--- config.mk ---
export PLATFORM = sky130hd
export DESIGN_NAME = shift_sequencer
export DESIGN_NICKNAME = d
export VERILOG_FILES = /design/src/rtl/shift_seq_pkg.sv /design/src/rtl/shift_step.sv /design/src/rtl/shift_sequencer.sv
export SDC_FILE = /design/constraint.sdc
export NUM_CORES = 1
export LEC_CHECK = 0
export ABC_AREA = 0
export CAP_MARGIN = 0
export CORE_UTILIZATION = 50
export CTS_CLUSTER_DIAMETER = 50
export DETAILED_ROUTE_END_ITERATION = 12
export PLACE_DENSITY = 0.85
export SLEW_MARGIN = 20
export SYNTH_ARGS = -nofsm -noshare
export SYNTH_HDL_FRONTEND = slang
export SYNTH_HIERARCHICAL = 1
export SYNTH_SLANG_ARGS = --single-unit
export TNS_END_PERCENT = 30
--- constraint.sdc ---
create_clock -name clk -period 3.8 [get_ports clk]
set_clock_uncertainty 0.05 [all_clocks]
set_input_delay 0.95 -clock clk [delete_from_list [all_inputs] [get_ports clk]]
set_output_delay 0.95 -clock clk [all_outputs]
set_load 0.005 [all_outputs]
--- src/rtl/shift_seq_pkg.sv ---
// Shared definitions for the shift sequencer.
//   - One-hot shift_mag step codes. Bit 0 of the [0:4] vector is the
//     leftmost character: 10000 = right 2, 00001 = left 2.
//   - state_t: sequencer FSM states.
//   - step_code(): maps a signed step in -2..+2 to its one-hot code.
package shift_seq_pkg;

  localparam logic [0:4] SHMAG_R2   = 5'b10000;
  localparam logic [0:4] SHMAG_R1   = 5'b01000;
  localparam logic [0:4] SHMAG_NONE = 5'b00100;
  localparam logic [0:4] SHMAG_L1   = 5'b00010;
  localparam logic [0:4] SHMAG_L2   = 5'b00001;

  typedef enum logic [1:0] {
    IDLE  = 2'd0,
    SHIFT = 2'd1,
    DONE  = 2'd2
  } state_t;

  // Steps outside -2..+2 cannot occur after clamping; they map to NONE so
  // the output stays one-hot regardless.
  function automatic logic [0:4] step_code(input logic signed [2:0] step);
    logic [0:4] code;
    case (step)
      -3'sd2:  code = SHMAG_R2;
      -3'sd1:  code = SHMAG_R1;
      3'sd1:   code = SHMAG_L1;
      3'sd2:   code = SHMAG_L2;
      default: code = SHMAG_NONE;
    endcase
    return code;
  endfunction

endpackage

--- src/rtl/shift_step.sv ---
// Combinational one-hot shift stage, moves a word by at most 2 positions.
// Ordering is big-endian [0:WIDTH-1]; "left" moves bits toward index 0.
// Optional feature (macro SHIFT_SEQ_ROTATE_EN): input rot selects rotation
// instead of zero-fill.
// Ports:
//   data      in   [0:WIDTH-1]  word to shift
//   shift_mag in   [0:4]        one-hot step code
//   rot       in   1            rotate instead of zero-fill (macro only)
//   shifted   out  [0:WIDTH-1]  shifted word
module shift_step
  import shift_seq_pkg::*;
#(
  parameter int WIDTH = 8
) (
  input  logic [0:WIDTH-1] data,
  input  logic [0:4]       shift_mag,
`ifdef SHIFT_SEQ_ROTATE_EN
  input  logic             rot,
`endif
  output logic [0:WIDTH-1] shifted
);

  logic rot_i;

`ifdef SHIFT_SEQ_ROTATE_EN
  assign rot_i = rot;
`else
  assign rot_i = 1'b0;
`endif

  // Fill bits: the bits that fall off the opposite end when rotating, else 0.
  logic [0:1] fill_l;
  logic [0:1] fill_r;

  assign fill_l = rot_i ? data[0:1] : 2'b00;
  assign fill_r = rot_i ? data[WIDTH-2:WIDTH-1] : 2'b00;

  // NOTE: every output of an always_comb gets a default first so no path
  // leaves it unassigned; that is what keeps a latch from being inferred.
  always_comb begin
    shifted = data;
    case (shift_mag)
      SHMAG_L1: shifted = {data[1:WIDTH-1], fill_l[0]};
      SHMAG_L2: shifted = {data[2:WIDTH-1], fill_l};
      SHMAG_R1: shifted = {fill_r[1], data[0:WIDTH-2]};
      SHMAG_R2: shifted = {fill_r, data[0:WIDTH-3]};
      default:  shifted = data;
    endcase
  end

endmodule

--- src/rtl/shift_sequencer.sv ---
// Sequential driver for the one-hot shift stage. Accepts a word and a signed
// shift amount, applies it in steps of at most 2 positions (one per cycle,
// fed back through data_r) and returns the result over a second handshake.
// Optional feature (macro SHIFT_SEQ_ROTATE_EN): adds req_rot to select
// rotation for the whole transfer.
// Ports:
//   clk        in   1            clock, all state on rising edge
//   rst        in   1            synchronous active-high reset
//   req_valid  in   1            request present
//   req_ready  out  1            high only in IDLE
//   req_data   in   [0:WIDTH-1]  word to shift
//   req_amt    in   [AMT_W-1:0]  signed amount, + = left, - = right
//   req_rot    in   1            rotate request (macro only)
//   rsp_valid  out  1            result available
//   rsp_ready  in   1            consumer accepts result
//   rsp_data   out  [0:WIDTH-1]  shifted word
//   shift_mag  out  [0:4]        one-hot step code currently applied
//   busy       out  1            high in SHIFT or DONE
module shift_sequencer
  import shift_seq_pkg::*;
#(
  parameter int WIDTH = 8,
  parameter int AMT_W = 4
) (
  input  logic                    clk,
  input  logic                    rst,
  input  logic                    req_valid,
  output logic                    req_ready,
  input  logic [0:WIDTH-1]        req_data,
  input  logic signed [AMT_W-1:0] req_amt,
`ifdef SHIFT_SEQ_ROTATE_EN
  input  logic                    req_rot,
`endif
  output logic                    rsp_valid,
  input  logic                    rsp_ready,
  output logic [0:WIDTH-1]        rsp_data,
  output logic [0:4]              shift_mag,
  output logic                    busy
);

  // One extra bit so the most negative amount can be stepped toward zero.
  localparam int RW = AMT_W + 1;
  localparam logic signed [RW-1:0] POS2 = RW'(2);
  localparam logic signed [RW-1:0] NEG2 = -RW'(2);

  state_t                 state_q, state_d;
  logic [0:WIDTH-1]       data_r, data_d;
  logic signed [RW-1:0]   rem_r, rem_d;
  logic signed [2:0]      step;
  logic [0:WIDTH-1]       stage_out;
  logic                   rot_r;

`ifdef SHIFT_SEQ_ROTATE_EN
  logic rot_d;
`endif

  shift_step #(.WIDTH(WIDTH)) u_step (
    .data      (data_r),
    .shift_mag (shift_mag),
`ifdef SHIFT_SEQ_ROTATE_EN
    .rot       (rot_r),
`endif
    .shifted   (stage_out)
  );

  always_comb begin
    if (rem_r > POS2)
      step = 3'sd2;
    else if (rem_r < NEG2)
      step = -3'sd2;
    else
      step = rem_r[2:0];
  end

  always_comb begin
    state_d   = state_q;
    data_d    = data_r;
    rem_d     = rem_r;
    shift_mag = SHMAG_NONE;
`ifdef SHIFT_SEQ_ROTATE_EN
    rot_d     = rot_r;
`endif
    case (state_q)
      IDLE: begin
        if (req_valid) begin
          data_d  = req_data;
          rem_d   = RW'(req_amt);
`ifdef SHIFT_SEQ_ROTATE_EN
          rot_d   = req_rot;
`endif
          state_d = (req_amt != '0) ? SHIFT : DONE;
        end
      end
      SHIFT: begin
        shift_mag = step_code(step);
        data_d    = stage_out;
        rem_d     = rem_r - RW'(step);
        if (rem_d == '0)
          state_d = DONE;
      end
      DONE: begin
        // New requests wait for IDLE; no same-cycle re-accept.
        if (rsp_ready)
          state_d = IDLE;
      end
      default: state_d = IDLE;
    endcase
  end

  // NOTE: sequential state uses non-blocking assignments so every register
  // samples its pre-edge inputs, independent of statement order.
  always_ff @(posedge clk) begin
    if (rst) begin
      state_q <= IDLE;
      data_r  <= '0;
      rem_r   <= '0;
      rot_r   <= 1'b0;
    end else begin
      state_q <= state_d;
      data_r  <= data_d;
      rem_r   <= rem_d;
`ifdef SHIFT_SEQ_ROTATE_EN
      rot_r   <= rot_d;
`else
      rot_r   <= 1'b0;
`endif
    end
  end

  assign req_ready = (state_q == IDLE);
  assign rsp_valid = (state_q == DONE);
  assign busy      = (state_q != IDLE);
  assign rsp_data  = data_r;

`ifndef SYNTHESIS
  a_mag_onehot: assert property (@(posedge clk) $onehot(shift_mag));
  a_rsp_stable: assert property (@(posedge clk) disable iff (rst)
    (rsp_valid && !rsp_ready) |=> $stable(rsp_data));
  a_rem_nonzero: assert property (@(posedge clk) disable iff (rst)
    (state_q == SHIFT) |-> (rem_r != '0));
`endif

endmodule

==> summary.txt <==
Detailed routing
  – First-iteration detailed-routing DRC count: 60
  – Final routed wirelength across all metal layers: 3290 um
  – Number of detailed-route iterations in the first pass: 4
  – Length of routed met3 wiring: 191 um
  – Via-to-Cell Ratio: 6.30
  – DR WL met2: 1630 um
  – Wire length on met1: 1420 um
  – Mean routed wirelength per cell: 14.9 um
  – Count of unresolved DRC violations after routing: 0
  – Number of nets still failing antenna checks after routing: 0
  – Uppermost layer routed: met4
  – Detailed-route via count: 1392

Run
  – Count of max-cap constraint violations: 0

Yosys
  – Net count of the mapped netlist: 189
  – Cell count after synthesis: 168
  – Yosys warnings: 6
  – Cell types with the largest area share after synthesis: sky130_fd_sc_hd__dfxtp_1 24%, sky130_fd_sc_hd__a22oi_1 7.7%, sky130_fd_sc_hd__nand2_1 6.5%, sky130_fd_sc_hd__nor2_1 5.9%, sky130_fd_sc_hd__a311oi_1 5.5%
  – EDFF count, synth: 0
  – Asr flop ratio synth: 0%
  – Number of flip-flops and latches in the synthesized netlist: 15
  – Sequential area share after synthesis: 23.6%
  – Post-Synthesis Cell Area: 1270 um^2
  – Most frequently used flop master after synthesis: sky130_fd_sc_hd__dfxtp_1
  – Syn_area_per_cell: 7.57 um^2
  – Netlist cell types: 49
  – Area share of the leading cell type in the synthesized netlist: 23.6%
  – Biggest area consumer among synthesized cells: sky130_fd_sc_hd__dfxtp_1

Placement
  – Routability congestion estimate: 0.929
  – Half-perimeter wire length of the detailed placement result: 2520 um
  – Setup slack after placement: 745 ps
  – Dpl cell area: 1570 um^2
  – Count of input and output buffers: 31
  – Cells after DPL: 217

Layout
  – Number of antenna repair diodes: 0
  – Final layout net count: 215
  – Share of final-layout standard cells stronger than drive strength 1: 6.22%
  – Final design utilization: 69.4%
  – Number of fill cells: 195
  – Layout-stage area growth over the synthesis result: 25.4%
  – Non-filler cells, final: 221
  – Finished layout cell area: 1590 um^2

Critical path
  – CP max FO: 6
  – Data arrival at the endpoint of the critical path: 2380 ps
  – Nature of the critical path endpoint: output pin
  – Startpoint type of the worst setup path: flop
  – Critical path class: flop to output pin
  – Worst Path Required: 2800 ps
  – RR Startpoint: rem_r[1]$_SDFFE_PP0P_
  – Worst setup path startpoint: rem_r[1]$_SDFFE_PP0P_

Timing
  – Hold Violations, Final: 0
  – Peak clock frequency supported by timing: 296 MHz
  – Min Hold Slack: 507 ps
  – RSZ-0062 raised after global routing: false
  – Final Cycle Share: 88.8%
  – Total Neg Setup Slack: 0 ps
  – Min setup slack post-route: 424 ps
  – Worst slew pin tran: 833 ps
  – Total of endpoints with negative setup slack in the final report: 0
  – Final Max Tran Viols: 0
  – Period minus WS final: 3380 ps
  – Max_slew headroom: 44.5%

CTS
  – Clock latency on the worst-skew pair: 280 ps
  – H-tree levels: 1
  – TritonCTS clock tree: built
  – Post-CTS Setup Bufs: 0
  – Number of gates resized after CTS: 0
  – # hold bufs at CTS: 0
  – Register clock-pin slew on the reported worst setup and hold paths: 90 ps
  – Number of buffers created by CTS: 3
  – Maximum clock insertion buffer count: 2
  – CTS sink count: 15
  – Root Buffer Master: sky130_fd_sc_hd__clkbuf_4

Floorplanning
  – Row count: 17
  – Starting density of the core: 55.3%
  – Die boundary height: 52.4 um
  – Horiz. Die Dim: 52.4 um
  – Boundary Pins: 32
  – Core box area: 2300 um^2
  – Die area: 2750 um^2

GRT
  – Largest net degree at the start of global routing: 26
  – Overall routing resource usage: 25.8%
  – Number of global-route vias before repair: 1222
  – Antenna violations before repair: 0
  – Global-route wire length before repair: 5290 um
  – Global route total overflow: 0

Power
  – Pleak: 0.603 nW
  – Areal power density over the cells: 779 nW/um^2
  – Highest ir drop seen on vdd: 0.538 mV
  – Total design power: 1.24 mW

Hold path
  – Class of the worst hold path: flop to flop
  – Min-delay src: rsp_data[7]$_SDFFE_PP0P_

Run status
  – Outcome: finished clean
## layout by cell type (no fill, tap or decap), types with 2 or more instances in the layout
cell / Yosys / final
sky130_fd_sc_hd__o31ai_1: 2 / 2
sky130_fd_sc_hd__nand2_1: 22 / 22
sky130_fd_sc_hd__buf_4: 1 / 2
sky130_fd_sc_hd__clkdlybuf4s50_1: 0 / 31
sky130_fd_sc_hd__nor2_1: 20 / 20
sky130_fd_sc_hd__o22ai_1: 5 / 5
sky130_fd_sc_hd__nand2b_1: 2 / 2
sky130_fd_sc_hd__nand3_1: 3 / 3
sky130_fd_sc_hd__clkbuf_4: 0 / 3
sky130_fd_sc_hd__a211oi_1: 2 / 2
sky130_fd_sc_hd__a21o_1: 6 / 6
sky130_fd_sc_hd__dfxtp_1: 15 / 15
sky130_fd_sc_hd__o21ai_1: 3 / 3
sky130_fd_sc_hd__nor2b_1: 4 / 4
sky130_fd_sc_hd__o2bb2ai_1: 2 / 2
sky130_fd_sc_hd__o21ai_0: 2 / 2
sky130_fd_sc_hd__inv_1: 8 / 8
sky130_fd_sc_hd__a311oi_1: 8 / 8
sky130_fd_sc_hd__a22oi_1: 13 / 13
sky130_fd_sc_hd__ha_1: 4 / 4
sky130_fd_sc_hd__a21oi_1: 7 / 7
sky130_fd_sc_hd__or3_1: 2 / 2
## worst paths after layout
path | end | slack, ps | depth (start not counted)
max | shift_mag[2] | 420 | 3
min | rsp_data[7]$_SDFFE_PP0P_ | 510 | 2
max reg2reg | rsp_data[4]$_SDFFE_PP0P_ | 980 | 8
min reg2reg | rsp_data[7]$_SDFFE_PP0P_ | 510 | 2
## sequential cells by signal, summed over array words and instances, names as in the netlist
register,count
rem_r,5
rsp_data,8
state_q,2
## Yosys cell counts (all sizes together) (2+ instances only)
cell type  instances
a211oi             2
a21o               7
a21oi              7
a22oi             13
a311oi             8
and2b              3
buf                9
clkbuf             3
dfxtp             15
ha                 4
inv                9
nand2             22
nand2b             2
nand3              3
nor2              20
nor2b              4
o21ai              5
o22ai              5
o2bb2ai            2
o31ai              2
or3                2
## report_power, final
group	internal, mW	leakage (nW)	total, mW	switching [mW]
logic	0.393	0.460	0.837	0.445
registers	0.217	0.125	0.312	0.0950
clock network	0.0390	0.0177	0.0919	0.0529
total	0.649	0.603	1.24	0.593
## critical path, cell delays in order (launching register included)
cell and delay, ps:
sky130_fd_sc_hd__dfxtp_1 370, sky130_fd_sc_hd__or4_1 660, sky130_fd_sc_hd__o31ai_1 480, sky130_fd_sc_hd__clkdlybuf4s50_1 590
## kinds of logic (layout without fill, tap and decap cells)
group                      after synthesis  count (layout)  synth area share, %
AOI/OAI and AO/OA                       62              62                 38.3
xor gates and xnor gates                 2               2                 1.38
adders and majority gates                5               5                 5.51
buffers and inverters                   21              46                 7.78
DFF                                     15              15                 23.6
muxes                                    1               1                0.787
and+or+nand+nor                         62              62                 22.6
## layout make-up
class | instances | area, um^2 | share of cell area [%]
tap | 28 | 35.0 | 2.20
sequential | 15 | 300 | 18.8
clock inverter | 1 | 5.00 | 0.314
inverter | 9 | 33.8 | 2.12
multi-input combinational | 132 | 872 | 54.7
clock buffer | 3 | 22.5 | 1.41
timing repair buffer | 33 | 325 | 20.4
## metal layers
layer / vias up / track usage (%)
li1: 676 / -
met1: 652 / 31.3
met2: 58 / 44.7
met3: 6 / 3.77
met4: 0 / 11.0
met5: - / 0
Note: power is estimated with default switching activity, not from simulation.
